==> src/rtl/dmem_port_arbiter_if.sv <==
// Bundle of CPU, DMA and BRAM port-A signals seen by the dmem port arbiter.
// The slave modport is the arbiter's view; master is the requesters-plus-RAM side.
interface dmem_port_arbiter_if #(
  parameter int ADDR_WIDTH = 14
);
  logic                  cpu_req;
  logic [3:0]            cpu_we;
  logic [ADDR_WIDTH-1:0] cpu_addr;
  logic [31:0]           cpu_wdata;
  logic                  cpu_stall;
  logic [31:0]           cpu_rdata;

  logic                  dma_req_valid;
  logic                  dma_req_ready;
  logic [3:0]            dma_we;
  logic [ADDR_WIDTH-1:0] dma_addr;
  logic [31:0]           dma_wdata;
  logic                  dma_resp_valid;
  logic [31:0]           dma_rdata;

  logic [ADDR_WIDTH-1:0] mem_addr;
  logic [3:0]            mem_we;
  logic [31:0]           mem_din;
  logic [31:0]           mem_dout;

  modport slave (
    input  cpu_req, cpu_we, cpu_addr, cpu_wdata,
    output cpu_stall, cpu_rdata,
    input  dma_req_valid, dma_we, dma_addr, dma_wdata,
    output dma_req_ready, dma_resp_valid, dma_rdata,
    output mem_addr, mem_we, mem_din,
    input  mem_dout
  );

  modport master (
    output cpu_req, cpu_we, cpu_addr, cpu_wdata,
    input  cpu_stall, cpu_rdata,
    output dma_req_valid, dma_we, dma_addr, dma_wdata,
    input  dma_req_ready, dma_resp_valid, dma_rdata,
    input  mem_addr, mem_we, mem_din,
    output mem_dout
  );
endinterface

==> src/rtl/dmem_port_arbiter.sv <==
// Fixed-priority CPU/DMA arbiter for the single dmem BRAM port, with a
// starvation counter that forces a DMA grant and 1-cycle read-data return.
//
// last_owner | meaning
// CPU_IDLE   | reset state, no read outstanding
// CPU_RD     | CPU read granted last cycle, mem_dout belongs to CPU
// DMA_RD     | DMA read granted last cycle, mem_dout belongs to DMA
// NONE       | last cycle was a write or had no grant
module dmem_port_arbiter #(
  parameter int ADDR_WIDTH   = 14,
  parameter int STARVE_LIMIT = 8
) (
  input logic               clk,
  input logic               rst,
  dmem_port_arbiter_if.slave bus
);

  typedef enum logic [1:0] {
    CPU_IDLE = 2'd0,
    CPU_RD   = 2'd1,
    DMA_RD   = 2'd2,
    NONE     = 2'd3
  } owner_t;

  localparam logic [7:0] STARVE_MAX = 8'(STARVE_LIMIT);

  owner_t                last_owner;
  owner_t                last_owner_nxt;
  logic [7:0]            starve_cnt;
  logic                  grant_dma;
  logic                  grant_cpu;
  logic                  cpu_rd_ret;
  logic                  dma_rd_ret;
  logic [31:0]           cpu_rdata_hold;
  logic [31:0]           dma_rdata_hold;
  logic [ADDR_WIDTH-1:0] addr_sel;

  assign grant_dma = bus.dma_req_valid & (~bus.cpu_req | (starve_cnt == STARVE_MAX)) & ~rst;
  assign grant_cpu = bus.cpu_req & ~grant_dma & ~rst;

  assign bus.dma_req_ready = grant_dma;
  assign bus.cpu_stall     = bus.cpu_req & grant_dma;

  assign addr_sel     = grant_dma ? bus.dma_addr : bus.cpu_addr;
  assign bus.mem_addr = addr_sel;
  assign bus.mem_din  = grant_dma ? bus.dma_wdata : bus.cpu_wdata;
  assign bus.mem_we   = grant_dma ? bus.dma_we : (grant_cpu ? bus.cpu_we : 4'h0);

  always_ff @(posedge clk) begin
    if (rst || grant_dma || !bus.dma_req_valid) begin
      starve_cnt <= 8'd0;
    end else if (starve_cnt != STARVE_MAX) begin
      starve_cnt <= starve_cnt + 8'd1;
    end
  end

  always_ff @(posedge clk) begin
    if (rst) begin
      last_owner <= CPU_IDLE;
    end else begin
      last_owner <= last_owner_nxt;
    end
  end

  always_comb begin
    last_owner_nxt = NONE;
    if (grant_dma && bus.dma_we == 4'h0) begin
      last_owner_nxt = DMA_RD;
    end else if (grant_cpu && bus.cpu_we == 4'h0) begin
      last_owner_nxt = CPU_RD;
    end
  end

  // A return still in flight when reset arrives is suppressed, not delivered.
  assign cpu_rd_ret = (last_owner == CPU_RD) & ~rst;
  assign dma_rd_ret = (last_owner == DMA_RD) & ~rst;

  always_ff @(posedge clk) begin
    if (rst) begin
      cpu_rdata_hold <= 32'd0;
      dma_rdata_hold <= 32'd0;
    end else begin
      if (cpu_rd_ret) cpu_rdata_hold <= bus.mem_dout;
      if (dma_rd_ret) dma_rdata_hold <= bus.mem_dout;
    end
  end

  // Holding the CPU copy keeps a stalled writeback intact across a DMA access.
  assign bus.cpu_rdata      = cpu_rd_ret ? bus.mem_dout : cpu_rdata_hold;
  assign bus.dma_rdata      = dma_rd_ret ? bus.mem_dout : dma_rdata_hold;
  assign bus.dma_resp_valid = dma_rd_ret;

endmodule

==> src/flat_wrapper.sv <==
// flat-port wrapper written by rule: the top's interface ports become plain ports
module dmem_port_arbiter_flat 
#(
  parameter int ADDR_WIDTH   = 14,
  parameter int STARVE_LIMIT = 8
)
  (clk, rst, bus_cpu_req, bus_cpu_we, bus_cpu_addr, bus_cpu_wdata, bus_cpu_stall, bus_cpu_rdata, bus_dma_req_valid, bus_dma_we, bus_dma_addr, bus_dma_wdata, bus_dma_req_ready, bus_dma_resp_valid, bus_dma_rdata, bus_mem_addr, bus_mem_we, bus_mem_din, bus_mem_dout);
  dmem_port_arbiter_if #(.ADDR_WIDTH(ADDR_WIDTH)) bus_i ();
  input logic clk;
  input logic rst;
  input wire logic [$bits(bus_i.cpu_req)-1:0] bus_cpu_req;
  input wire logic [$bits(bus_i.cpu_we)-1:0] bus_cpu_we;
  input wire logic [$bits(bus_i.cpu_addr)-1:0] bus_cpu_addr;
  input wire logic [$bits(bus_i.cpu_wdata)-1:0] bus_cpu_wdata;
  output wire logic [$bits(bus_i.cpu_stall)-1:0] bus_cpu_stall;
  output wire logic [$bits(bus_i.cpu_rdata)-1:0] bus_cpu_rdata;
  input wire logic [$bits(bus_i.dma_req_valid)-1:0] bus_dma_req_valid;
  input wire logic [$bits(bus_i.dma_we)-1:0] bus_dma_we;
  input wire logic [$bits(bus_i.dma_addr)-1:0] bus_dma_addr;
  input wire logic [$bits(bus_i.dma_wdata)-1:0] bus_dma_wdata;
  output wire logic [$bits(bus_i.dma_req_ready)-1:0] bus_dma_req_ready;
  output wire logic [$bits(bus_i.dma_resp_valid)-1:0] bus_dma_resp_valid;
  output wire logic [$bits(bus_i.dma_rdata)-1:0] bus_dma_rdata;
  output wire logic [$bits(bus_i.mem_addr)-1:0] bus_mem_addr;
  output wire logic [$bits(bus_i.mem_we)-1:0] bus_mem_we;
  output wire logic [$bits(bus_i.mem_din)-1:0] bus_mem_din;
  input wire logic [$bits(bus_i.mem_dout)-1:0] bus_mem_dout;
  assign bus_i.cpu_req = bus_cpu_req;
  assign bus_i.cpu_we = bus_cpu_we;
  assign bus_i.cpu_addr = bus_cpu_addr;
  assign bus_i.cpu_wdata = bus_cpu_wdata;
  assign bus_cpu_stall = bus_i.cpu_stall;
  assign bus_cpu_rdata = bus_i.cpu_rdata;
  assign bus_i.dma_req_valid = bus_dma_req_valid;
  assign bus_i.dma_we = bus_dma_we;
  assign bus_i.dma_addr = bus_dma_addr;
  assign bus_i.dma_wdata = bus_dma_wdata;
  assign bus_dma_req_ready = bus_i.dma_req_ready;
  assign bus_dma_resp_valid = bus_i.dma_resp_valid;
  assign bus_dma_rdata = bus_i.dma_rdata;
  assign bus_mem_addr = bus_i.mem_addr;
  assign bus_mem_we = bus_i.mem_we;
  assign bus_mem_din = bus_i.mem_din;
  assign bus_i.mem_dout = bus_mem_dout;
  dmem_port_arbiter #(.ADDR_WIDTH(ADDR_WIDTH), .STARVE_LIMIT(STARVE_LIMIT)) u_core (.clk(clk), .rst(rst), .bus(bus_i));
endmodule
==> config.mk <==
export PLATFORM = sky130hd
export DESIGN_NAME = dmem_port_arbiter_flat
export DESIGN_NICKNAME = d
export VERILOG_FILES = /design/src/rtl/dmem_port_arbiter_if.sv /design/src/rtl/dmem_port_arbiter.sv /design/src/flat_wrapper.sv
export SDC_FILE = /design/constraint.sdc
export NUM_CORES = 1
export LEC_CHECK = 0
export ABC_AREA = 1
export BUFFER_PORTS_ARGS = -buffer_cell sky130_fd_sc_hd__buf_4
export CORE_MARGIN = 8
export CORE_UTILIZATION = 43
export DETAILED_ROUTE_END_ITERATION = 10
export GPL_ROUTABILITY_DRIVEN = 0
export PLACE_DENSITY = 0.8
export SETUP_SLACK_MARGIN = 0.3
export SLEW_MARGIN = 20
export SYNTH_ARGS = -nofsm -noshare
export SYNTH_HDL_FRONTEND = slang
export SYNTH_SLANG_ARGS = --single-unit
==> constraint.sdc <==
create_clock -name clk -period 2.5 [get_ports clk]
set_input_delay 0.75 -clock clk [delete_from_list [all_inputs] [get_ports clk]]
set_output_delay 0.75 -clock clk [all_outputs]
set_load 0.02 [all_outputs]
==> impl_metrics.py, run 1 <==
metrics = {
    "synth": {
        "syn_avg_cell_area_sq_um": 6.14,
        "number_of_enable_flip_flop_cells_after_synthesis": 0,
        "yosys_most_used_dff": "sky130_fd_sc_hd__dfxtp_1",
        "netlist_area_sq_um": 4080,
        "synth-async-reset-ratio_pct": 0,
        "seq_area_frac_synth_pct": 36.4,
        "mappedNetlistNets": 802,
        "post_synth_top_area_cell": "sky130_fd_sc_hd__dfxtp_1",
        "synth_cells": 664,
        "synth_top_cells_by_area": "sky130_fd_sc_hd__dfxtp_1 36%, sky130_fd_sc_hd__nand2_1 20%, sky130_fd_sc_hd__inv_1 15%",
        "postSynthRegisterBits": 74,
        "ys_types": 23,
        "yosys_top_cell_area_share_pct": 36.4,
        "yosysWarningCount": 0,
    },
    "die": {
        "site_rows": 35,
        "dieWidth_um": 113,
        "ioPinCount": 253,
        "die_h_um": 113,
        "initial_utilization_pct": 44.1,
    },
    "outcome": {
        "outcome.stop_stage": "4_1_cts",
        "outcome": "did not finish",
        "error_message": "[ERROR DPL-0033] detailed placement checks failed during check placement.",
    },
    "clocking": {
        "clkSinkCount": 74,
        "post_cts.resized_instances": 407,
        "cts-hold-fix-buffers": 0,
        "post-cts-setup-buffers": 75,
        "clk_path_buf_depth": 2,
        "cts_buffers": 9,
        "root_buffer": "sky130_fd_sc_hd__clkbuf_8",
        "cts-htree-levels": 3,
    },
    "placed_design": {
        "place_ws_ps": -24.8,
        "dp.cells": 1041,
        "buffer_ports.inserted": 252,
        "detailedPlacementHpwl_mm": 12.0,
    },
}
kinds of logic after synthesis:
group / synth area share (%)
adders and majority gates: 0.614
xor gates and xnor gates: 1.50
buffers and inverters: 20.4
DFF: 36.4
AOI/OAI and AO/OA: 14.4
and+or+nand+nor: 26.8
synth_stat cells (all sizes together) (3+ instances only):
master,count
a21oi,32
nand3,7
nand2,217
xor2,4
xnor2,3
nor2,47
inv,170
nand4,4
dfxtp,74
buf,23
o21ai,34
clkbuf,10
a211oi,32
per-stage QoR:
step	hold WS, ps	cell area (sq um)
after floorplan	480	4460
after detailed placement	506	6590
after global placement	497	6590
==> run 2, diff against run 1 <==
- CORE_UTILIZATION: 43 -> 35
- PLACE_DENSITY: 0.8 -> unset
- PLACE_DENSITY_LB_ADDON: unset -> 0.15
- SETUP_SLACK_MARGIN: 0.3 -> unset
==> run 2 against run 1 <==
The flow now finishes, with violations (setup timing). Area after synthesis did not move. Synthesized cell count unchanged.
==> impl_metrics.py, run 2 <==
metrics = {
    "synth": {
        "post_synth_fa_ha_maj_area_fraction_pct": 0.614,
        "synth_cells": 664,
        "synth-async-reset-ratio_pct": 0,
        "ys_types": 23,
        "postSynthRegisterBits": 74,
        "netlist_area_sq_um": 4080,
        "synthMostInstantiatedCell": "sky130_fd_sc_hd__nand2_1",
        "yosys_most_used_dff": "sky130_fd_sc_hd__dfxtp_1",
        "synth_compound_area_share_pct": 14.4,
        "syn_avg_cell_area_sq_um": 6.14,
        "synth_simple_gate_area_share_pct": 26.8,
        "yosysWarningCount": 0,
        "multiplexer_share_of_the_synthesized_area_pct": 0,
        "xor_and_xnor_fraction_of_the_mapped_netlist_area_pct": 1.50,
        "dominant_combinational_cell_family_by_area_after_synthesis": "simple AND/OR/NAND/NOR gates",
        "seq_area_frac_synth_pct": 36.4,
        "post_synth_top_area_cell": "sky130_fd_sc_hd__dfxtp_1",
        "number_of_enable_flip_flop_cells_after_synthesis": 0,
        "yosys_top_cell_area_share_pct": 36.4,
        "synth_top_cells_by_area": "sky130_fd_sc_hd__dfxtp_1 36%, sky130_fd_sc_hd__nand2_1 20%, sky130_fd_sc_hd__inv_1 15%",
        "synth_top_cells_by_count": "217 x sky130_fd_sc_hd__nand2_1, 167 x sky130_fd_sc_hd__inv_1, 74 x sky130_fd_sc_hd__dfxtp_1, 47 x sky130_fd_sc_hd__nor2_1, 33 x sky130_fd_sc_hd__o21ai_0",
        "mappedNetlistNets": 802,
    },
    "power": {
        "pwr-share-comb_pct": 34.5,
        "worst_vdd_ir_uv": 280,
        "clockPowerShare_pct": 32.5,
        "power_switching_mw": 1.18,
        "post-layout-total-power_mw": 3.80,
        "power.share.sequential_pct": 33.1,
        "power_switching_share_pct": 31.0,
        "p_int_mw": 2.62,
        "leakage_nw": 4.40,
        "pwr_per_cell_area_nw_per_um2": 482,
    },
    "global_routing": {
        "vias_in_the_first_global_route": 4975,
        "groute.usage.overall_pct": 20.3,
        "global_route.overflow_total": 0,
        "grt_max_degree": 43,
        "grt_antenna_before_repair": 0,
        "grt_first_pass_wirelength_mm": 24.4,
    },
    "detailed_routing": {
        "route.detailed.drc": 0,
        "vias_per_cell": 4.59,
        "initialDrtViolationCount": 259,
        "wl_per_cell_um": 16.5,
        "detailedRoute.firstPassIterationCount": 5,
        "detailroute.via_count": 5129,
        "postRouteAntennaNets": 0,
        "wirelength_mm": 18.5,
    },
    "clocking": {
        "tritoncts": "done",
        "clkSinkCount": 74,
        "clk_latency_ps": 330,
        "cts_buffers": 9,
        "clkTransAtPathRegs_ps": 60,
        "cts-htree-levels": 3,
        "clk_path_buf_depth": 2,
        "cts-hold-fix-buffers": 0,
        "root_buffer": "sky130_fd_sc_hd__clkbuf_16",
    },
    "outcome": {
        "outcome": "finished, violations left",
        "violations_in_the_final_reports": "setup timing",
    },
    "critical_path": {
        "critPathCaptureType": "primary output",
        "cpMaxStageDelayCell": "sky130_fd_sc_hd__dfxtp_2",
        "crit_path_max_incr_delay_ps": 320,
        "crit_chain": "inv_2 > ha_4 > nand3_4 > o21ai_4 > nand3_4 > clkinv_4 > buf_6 > buf_12 > buf_16 > nand2_4 > nand2_2 > buf_6",
        "worst_r2r_startpoint": "u_core.starve_cnt[1]",
        "critical_path_class": "register to primary output",
        "r2r_end": "u_core.starve_cnt[7]",
        "worstRegToRegCells": 10,
        "r2r_slack_ps": 820,
        "worst-path-max-fanout": 7,
        "worstSetupStartpointType": "register",
        "cp_data_arrival_time_ps": 1950,
        "crit_family": "buffers and inverters",
        "cp_num_buf_inv": 6,
        "timing.critical_path.required_ps": 1750,
    },
    "worst_hold_path": {
        "min_path_cells": 4,
        "holdCritStartpoint": "u_core.cpu_rdata_hold[11]",
        "holdPathEnd": "u_core.cpu_rdata_hold[11]",
        "hold_path_class": "register to register",
    },
    "timing": {
        "final_hold_viol_count": 0,
        "rsz0062_at_grt": "yes",
        "min_cycle_time_layout_ps": 2700,
        "timing.final.crit_share_pct": 108,
        "max_clock_freq_ghz": 0.371,
        "drv_slew": 0,
        "layout_setup_ws_ps": -197,
        "timing.final.setup_violations": 53,
        "timing.slew.headroom_pct": 71.7,
        "worst_clock_skew_ps": 5.44,
        "worst_pin_slew_ps": 424,
    },
    "die": {
        "die_area_sq_um": 15400,
        "dieWidth_um": 124,
        "coreArea_sq_um": 11400,
        "site_rows": 39,
        "ioPinCount": 253,
        "initial_utilization_pct": 35.8,
        "die_h_um": 124,
    },
    "placed_design": {
        "place_ws_ps": -108,
        "detailedPlacementHpwl_mm": 12.4,
        "dpl_cell_area_sq_um": 6350,
        "buffer_ports.inserted": 252,
    },
    "finish": {
        "layout.filler_cells": 924,
        "antennaDiodeCount": 0,
        "drive_gt1_share_pct": 48.5,
        "final_design_area_no_fill_sq_um": 7880,
        "flow.area_growth_from_synthesis_pct": 93.4,
        "regArea_sq_um": 1490,
        "top_regs": "u_core.cpu_rdata_hold: 32 flops, u_core.dma_rdata_hold: 32 flops, u_core.starve_cnt: 8 flops",
        "multi_input_area_sq_um": 2230,
        "layout.core_utilization_pct": 69.3,
        "most-common-layout-cells": "248 x sky130_fd_sc_hd__buf_4, 169 x sky130_fd_sc_hd__nand2_1, 155 x sky130_fd_sc_hd__inv_1",
        "layout_commonest_cell": "sky130_fd_sc_hd__buf_4",
        "finish.net_count": 1107,
    },
    "run": {
        "cap_violations": 0,
    },
}
==> run 2: cell counts after synthesis <==
Identical to the previous run, type by type.
==> run 2: per-stage QoR <==
stage               hold WS (ps)  std cells  TNS (ps)
finish                       523       1117     -6550
global route                 551       1117    -11370
CTS                          524       1101     -4550
detailed placement           510       1068     -1040
global placement             494       1068      -404
floorplan                    480        664         0
==> run 2: layout make-up <==
cell class	instances	area share, %
Clock buffer	15	3.52
Tap cell	143	2.27
Clock inverter	1	0.0953
Timing Repair Buffer	327	38.7
Multi-Input combinational cell	387	28.3
Sequential cell	74	18.9
Inverter	170	8.26
==> run 2: cell families (layout without fill, tap and decap cells) <==
logic type	Yosys count	count (layout)
xor gates and xnor gates	7	7
AOI/OAI and AO/OA	100	100
buffers and inverters	203	513
and+or+nand+nor	278	278
adders and majority gates	2	2
DFF	74	74
==> run 2: worst min-delay path, delay by kind of cell, from the launching register on <==
kind                   cells  cell delay [ps]
AND/OR/NAND/NOR            2               90
buffers and inverters      1               40
flip-flops                 1              290
AO/OA/AOI/OAI              1               60
==> run 2: worst max path at each step <==
stage	start	to	slack, ps	depth (start not counted)
floorplan	rst	bus_dma_rdata[10]	110	6
global placement	rst	bus_dma_rdata[31]	-90	8
detailed placement	rst	bus_dma_rdata[31]	-110	8
CTS	u_core.starve_cnt[1]	bus_mem_din[16]	-140	12
global route	u_core.starve_cnt[7]	bus_mem_addr[6]	-280	11
finish	u_core.starve_cnt[1]	bus_mem_addr[6]	-200	12
==> run 2: layer usage <==
layer	track usage [%]	part of all wire [%]	up-vias
met5	0	0	-
met4	8.18	2.6	0
met3	7.66	7.6	20
met2	37.1	54	183
met1	20.5	36	2343
li1	-	-	2583
==> run 2: power groups by stage <==
stage               combinational [mW]  sequential, mW  clock, mW
finish                            1.31            1.26       1.23
global route                      1.40            1.26       1.30
CTS                               1.16            1.26       1.26
detailed placement                1.06            1.28          0
global placement                  1.05            1.28          0
floorplan                        0.500            1.28          0
==> run 2: repair_timing <==
| item | in CTS | in global routing |
|---|---|---|
| setup endpoints to repair | 100 | 102 |
| gates cloned | 7 | 11 |
| buffers inserted | 10 | 5 |
| pin swaps | 17 | 10 |
| gates resized for setup | 104 | 140 |
(Power assumes the default switching activity.)
==> run 3, diff against run 2 <==
- CTS_CLUSTER_DIAMETER: unset -> 100
- clock period: 2.5 -> 2.2 ns (I/O delays scaled with it)
==> run 3 against run 2 <==
The flow still finishes with violations (setup timing). Via count grew 17%. Register-to-register slack got worse by 780 ps. Routed wire length increased by 36%. Core utilization increased by 19 points. Worst hold slack improved by 23 ps. Sequential share of layout area down 4.1 points. Clock power increased by 31%.
==> impl_metrics.py, run 3 (synthesis gave the netlist of run 2 again) <==
metrics = {
    "timing": {
        "worst_pin_slew_ps": 783,
        "rsz0062_at_grt": "yes",
        "setup_tns_ps": -23260,
        "final.hold.worst_slack_ps": 547,
        "max_clock_freq_ghz": 0.392,
        "timing.final.setup_violations": 116,
        "timing.final.crit_share_pct": 116,
        "timing.slew.headroom_pct": 47.8,
        "final_hold_viol_count": 0,
        "worst_clock_skew_ps": 8.37,
        "layout_setup_ws_ps": -350,
        "min_cycle_time_layout_ps": 2550,
        "drv_slew": 0,
    },
    "clocking": {
        "cts_buffers": 9,
        "root_buffer": "sky130_fd_sc_hd__clkbuf_16",
        "clk_latency_ps": 350,
        "cts-hold-fix-buffers": 0,
        "clkSinkCount": 74,
        "cts-htree-levels": 3,
        "clkTransAtPathRegs_ps": 60,
        "tritoncts": "done",
        "clk_path_buf_depth": 2,
    },
    "detailed_routing": {
        "detailedRoute.firstPassIterationCount": 5,
        "wl_per_cell_um": 20.8,
        "initialDrtViolationCount": 370,
        "vias_per_cell": 5.00,
        "detailroute.via_count": 6015,
        "postRouteAntennaNets": 0,
        "route.detailed.drc": 0,
        "wirelength_mm": 25.0,
    },
    "critical_path": {
        "cp_data_arrival_time_ps": 1890,
        "worstSetupStartpointType": "register",
        "timing.critical_path.required_ps": 1540,
        "critPathCaptureType": "primary output",
        "critical_path_class": "register to primary output",
        "worst-path-max-fanout": 8,
    },
    "finish": {
        "number_of_standard_cells_in_the_layout_taps_in_and_fillers_out": 1202,
        "most-common-layout-cells": "249 x sky130_fd_sc_hd__buf_4, 120 x sky130_fd_sc_hd__buf_6, 99 x sky130_fd_sc_hd__inv_1",
        "regArea_sq_um": 1490,
        "flow.area_growth_from_synthesis_pct": 147,
        "finish.net_count": 1192,
        "antennaDiodeCount": 0,
        "top_regs": "u_core.cpu_rdata_hold: 32 flops, u_core.dma_rdata_hold: 32 flops, u_core.starve_cnt: 8 flops",
        "multi_input_area_sq_um": 3220,
        "drive_gt1_share_pct": 67.5,
        "final_design_area_no_fill_sq_um": 10100,
        "layout_commonest_cell": "sky130_fd_sc_hd__buf_4",
        "layout.filler_cells": 531,
    },
    "die": {
        "dieWidth_um": 124,
        "die_area_sq_um": 15400,
        "site_rows": 39,
        "initial_utilization_pct": 35.8,
        "die_h_um": 124,
        "coreArea_sq_um": 11400,
        "ioPinCount": 253,
    },
    "global_routing": {
        "grt_antenna_before_repair": 0,
        "grt_first_pass_wirelength_mm": 32.2,
        "grt_max_degree": 65,
        "groute.usage.overall_pct": 27.4,
        "global_route.overflow_total": 0,
        "vias_in_the_first_global_route": 6095,
    },
    "power": {
        "pwr-share-comb_pct": 41.2,
        "power.share.sequential_pct": 27.7,
        "power_switching_mw": 1.71,
        "worst_vdd_ir_uv": 548,
        "post-layout-total-power_mw": 5.18,
        "pwr_per_cell_area_nw_per_um2": 514,
        "leakage_nw": 5.18,
        "power_switching_share_pct": 32.9,
        "p_int_mw": 3.48,
        "clockPowerShare_pct": 31.1,
    },
    "placed_design": {
        "dpl_cell_area_sq_um": 6650,
        "detailedPlacementHpwl_mm": 12.1,
        "dp.cells": 1093,
        "buffer_ports.inserted": 252,
    },
    "worst_hold_path": {
        "hold_path_class": "register to register",
    },
    "run": {
        "cap_violations": 0,
    },
    "outcome": {
        "outcome": "finished, violations left",
        "violations_in_the_final_reports": "setup timing",
    },
}
==> run 3: cell types whose count changed in the layout (fill, tap and decap cells not counted), sizes merged <==
cell,delta
buf,+89
clkbuf,-10
clkinv,+3
bufinv,+2
bufbuf,+1
clkinvlp,-1
inv,+1
==> run 3: repair_timing <==
item | 4_1_cts | 5_1_grt
pin swaps | 35 | 43
setup endpoints to repair | 116 | 121
endpoints found under the hold margin | 0 | 0
gates resized for setup | 460 | 169
gates cloned | 20 | 2
setup buffers | 63 | 21
==> run 3: final timing paths <==
| path | from | end | slack (ps) | cells past startpoint |
|---|---|---|---|---|
| worst max-delay path | u_core.starve_cnt[0] | bus_mem_we[3] | -350 | 11 |
| worst min-delay path | u_core.starve_cnt[7] | u_core.starve_cnt[7] | 550 | 2 |
| worst max register to register | u_core.last_owner[1] | u_core.cpu_rdata_hold[11] | 40 | 16 |
| worst min register to register | u_core.starve_cnt[7] | u_core.starve_cnt[7] | 550 | 2 |
==> run 3: through the flow <==
| stage | setup WS, ps | util, % |
|---|---|---|
| finish | -350 | 88.6 |
| global route | -423 | 88.6 |
| CTS | -341 | 82.8 |
| detailed placement | -210 | 58.5 |
| global placement | -206 | 58.5 |
| floorplan | -8.36 | - |
==> run 3: power groups by stage <==
stage	combinational [mW]	clock (mW)	sequential (mW)
after floorplan	0.586	0	1.45
after global placement	1.26	0	1.45
after detailed placement	1.27	0	1.45
after CTS	1.85	1.61	1.43
after global routing	2.23	1.67	1.44
final	2.14	1.61	1.44
==> run 3: cell type report <==
class                   count  share of cell area (%)
repair buffers            412                    41.5
multi-input cells         387                    31.9
flip-flops and latches     74                    14.7
inverters                 170                    6.85
clock buffers              10                    2.37
well taps                 143                    1.78
clock inverters             6                   0.795
==> run 3: critical path: stages (launching register included) <==
cell	delay, ps
sky130_fd_sc_hd__dfxtp_2	320
sky130_fd_sc_hd__inv_2	60
sky130_fd_sc_hd__ha_4	130
sky130_fd_sc_hd__nand3_4	70
sky130_fd_sc_hd__o21ai_4	200
sky130_fd_sc_hd__nand3_4	130
sky130_fd_sc_hd__inv_6	100
sky130_fd_sc_hd__buf_12	120
sky130_fd_sc_hd__buf_12	150
sky130_fd_sc_hd__nand2_4	60
sky130_fd_sc_hd__nand2_4	60
sky130_fd_sc_hd__buf_6	120
==> run 3: routing by layer <==
metal  wire [um]  part of all wire (%)  track usage [%]
met1        8430                    34             27.8
met2       13100                    52             50.2
met3        2170                   8.7             8.61
met4        1310                   5.2             13.4
met5           0                     0                0
==> run 4, diff against run 3 <==
- clock period: 2.2 -> 3.2 ns (I/O delays scaled with it)
==> run 4 against run 3 <==
The run now ends clean. Sequential power is 32% lower. Die area stayed put. Clock-buffer cell count is 4 higher. Via count is 23% lower. Clock skew is 4.4 ps lower. Final area is 37% lower. Final cell count is 13% lower. Critical path depth is 6 lower. First-iteration DRC count is 44% lower. Sequential share of layout area is 8.6 points higher. Largest cell class unchanged. Highest routed layer unchanged.
==> impl_metrics.py, run 4 (synthesis gave the netlist of run 2 again) <==
metrics = {
    "detailed_routing": {
        "route.detailed.drc": 0,
        "wirelength_mm": 14.8,
        "detailedRoute.firstPassIterationCount": 4,
        "initialDrtViolationCount": 209,
        "wl_per_cell_um": 14.1,
        "vias_per_cell": 4.42,
        "detailroute.via_count": 4646,
        "postRouteAntennaNets": 0,
    },
    "placed_design": {
        "dpl_cell_area_sq_um": 6070,
        "detailedPlacementHpwl_mm": 12.1,
        "buffer_ports.inserted": 252,
        "dp.cells": 1035,
    },
    "global_routing": {
        "grt_max_degree": 65,
        "vias_in_the_first_global_route": 4611,
        "groute.usage.overall_pct": 18.4,
        "grt_antenna_before_repair": 0,
        "global_route.overflow_total": 0,
        "grt_first_pass_wirelength_mm": 22.3,
    },
    "critical_path": {
        "timing.critical_path.required_ps": 2240,
        "worst-path-max-fanout": 36,
        "worst_r2r_startpoint": "u_core.starve_cnt[0]",
        "cp_data_arrival_time_ps": 2150,
        "r2r_slack_ps": 1640,
        "critical_path_class": "input pin to primary output",
        "crit_path_start": "rst",
        "r2r_end": "u_core.starve_cnt[7]",
        "worstSetupEndpoint": "bus_dma_rdata[31]",
        "worstRegToRegCells": 7,
        "critPathCaptureType": "primary output",
        "worstSetupStartpointType": "input pin",
    },
    "clocking": {
        "clk_path_buf_depth": 2,
        "tritoncts": "done",
        "clkSinkCount": 74,
        "clk_latency_ps": 320,
        "cts-htree-levels": 3,
        "root_buffer": "sky130_fd_sc_hd__clkbuf_16",
        "clkTransAtPathRegs_ps": 50,
        "cts_buffers": 9,
        "post-cts-setup-buffers": 0,
    },
    "outcome": {
        "outcome": "complete, no violations",
    },
    "timing": {
        "final_hold_viol_count": 0,
        "min_cycle_time_layout_ps": 3110,
        "timing.final.setup_violations": 0,
        "setup_tns_ps": 0,
        "timing.final.crit_share_pct": 97.2,
        "timing.slew.headroom_pct": 71.0,
        "worst_pin_slew_ps": 435,
        "max_clock_freq_ghz": 0.322,
        "rsz0062_at_grt": "no",
        "worst_clock_skew_ps": 4.00,
        "drv_slew": 0,
    },
    "finish": {
        "antennaDiodeCount": 0,
        "final_design_area_no_fill_sq_um": 6330,
        "finish.net_count": 1041,
        "multi_input_area_sq_um": 1770,
        "number_of_standard_cells_in_the_layout_taps_in_and_fillers_out": 1051,
        "top_regs": "u_core.cpu_rdata_hold: 32 flops, u_core.dma_rdata_hold: 32 flops, u_core.starve_cnt: 8 flops",
        "layout_commonest_cell": "sky130_fd_sc_hd__buf_4",
        "regArea_sq_um": 1480,
        "drive_gt1_share_pct": 30.9,
        "most-common-layout-cells": "258 x sky130_fd_sc_hd__buf_4, 217 x sky130_fd_sc_hd__nand2_1, 167 x sky130_fd_sc_hd__inv_1",
        "layout.filler_cells": 1140,
        "flow.area_growth_from_synthesis_pct": 55.4,
    },
    "die": {
        "ioPinCount": 253,
        "site_rows": 39,
        "die_h_um": 124,
        "die_area_sq_um": 15400,
        "initial_utilization_pct": 35.8,
        "coreArea_sq_um": 11400,
        "dieWidth_um": 124,
    },
    "worst_hold_path": {
        "hold_path_class": "register to register",
    },
    "power": {
        "pwr_per_cell_area_nw_per_um2": 418,
        "post-layout-total-power_mw": 2.65,
        "worst_vdd_ir_uv": 243,
        "leakage_nw": 3.78,
    },
    "run": {
        "cap_violations": 0,
    },
}
## run 4: changes by cell type in the layout (fill, tap and decap cells not counted), moves of 32 or more
cell	change
sky130_fd_sc_hd__a21oi_1	+32
sky130_fd_sc_hd__buf_6	-120
sky130_fd_sc_hd__inv_1	+68
sky130_fd_sc_hd__inv_2	-51
sky130_fd_sc_hd__nand2_1	+137
sky130_fd_sc_hd__nand2_2	-50
sky130_fd_sc_hd__nand2_4	-87
sky130_fd_sc_hd__o21ai_0	+32
sky130_fd_sc_hd__o21ai_4	-33
## run 4: worst max-delay path, cell delays in order
cell,delay (ps)
sky130_fd_sc_hd__buf_4,160
sky130_fd_sc_hd__nor3_4,260
sky130_fd_sc_hd__buf_4,400
sky130_fd_sc_hd__a21oi_1,170
sky130_fd_sc_hd__buf_4,180
## run 4: worst min-delay path by stage
stage,cells after the start,startpoint,slack (ps),endpoint
6_report,2,u_core.starve_cnt[7],520,u_core.starve_cnt[7]
5_1_grt,4,u_core.dma_rdata_hold[29],560,u_core.dma_rdata_hold[29]
4_1_cts,4,u_core.dma_rdata_hold[3],520,u_core.dma_rdata_hold[3]
3_5_place_dp,2,u_core.starve_cnt[7],510,u_core.starve_cnt[7]
3_3_place_gp,2,u_core.starve_cnt[7],500,u_core.starve_cnt[7]
2_1_floorplan,2,u_core.starve_cnt[7],480,u_core.starve_cnt[7]
## run 4: report_power, final
part           leakage, nW  switching (mW)  total, mW  internal (mW)
clock network        0.127           0.354      0.899          0.546
logic                 3.04           0.430      0.769          0.339
registers            0.605          0.0127      0.981          0.968
total                 3.78           0.796       2.65           1.85
## run 4: metal layers
layer / track usage [%] / part of all wire [%] / vias up
met5: 0 / 0 / -
met1: 19.1 / 37 / 2040
met4: 6.10 / 1.5 / 0
met2: 34.0 / 53 / 157
li1: - / - / 2434
met3: 6.30 / 8.9 / 15
## run 4: area by class of cell
| type | count | share of cell area [%] |
|---|---|---|
| well taps | 143 | 2.82 |
| flip-flops and latches | 74 | 23.4 |
| clock inverters | 2 | 0.198 |
| clock buffers | 14 | 4.01 |
| inverters | 170 | 10.1 |
| repair buffers | 261 | 31.5 |
| multi-input cells | 387 | 27.9 |
## run 4: what timing repair did
item,4_1_cts,5_1_grt
hold buffers,0,0
setup endpoints to repair,0,13
gates resized for setup,0,2
## run 4: per-stage QoR
stage	setup WS, ps	hold WS (ps)	utilization, %
global placement	63.4	497	53.4
CTS	17.6	522	55.7
floorplan	392	480	-
global route	13.2	559	55.7
finish	90.0	518	55.7
detailed placement	35.6	509	53.4
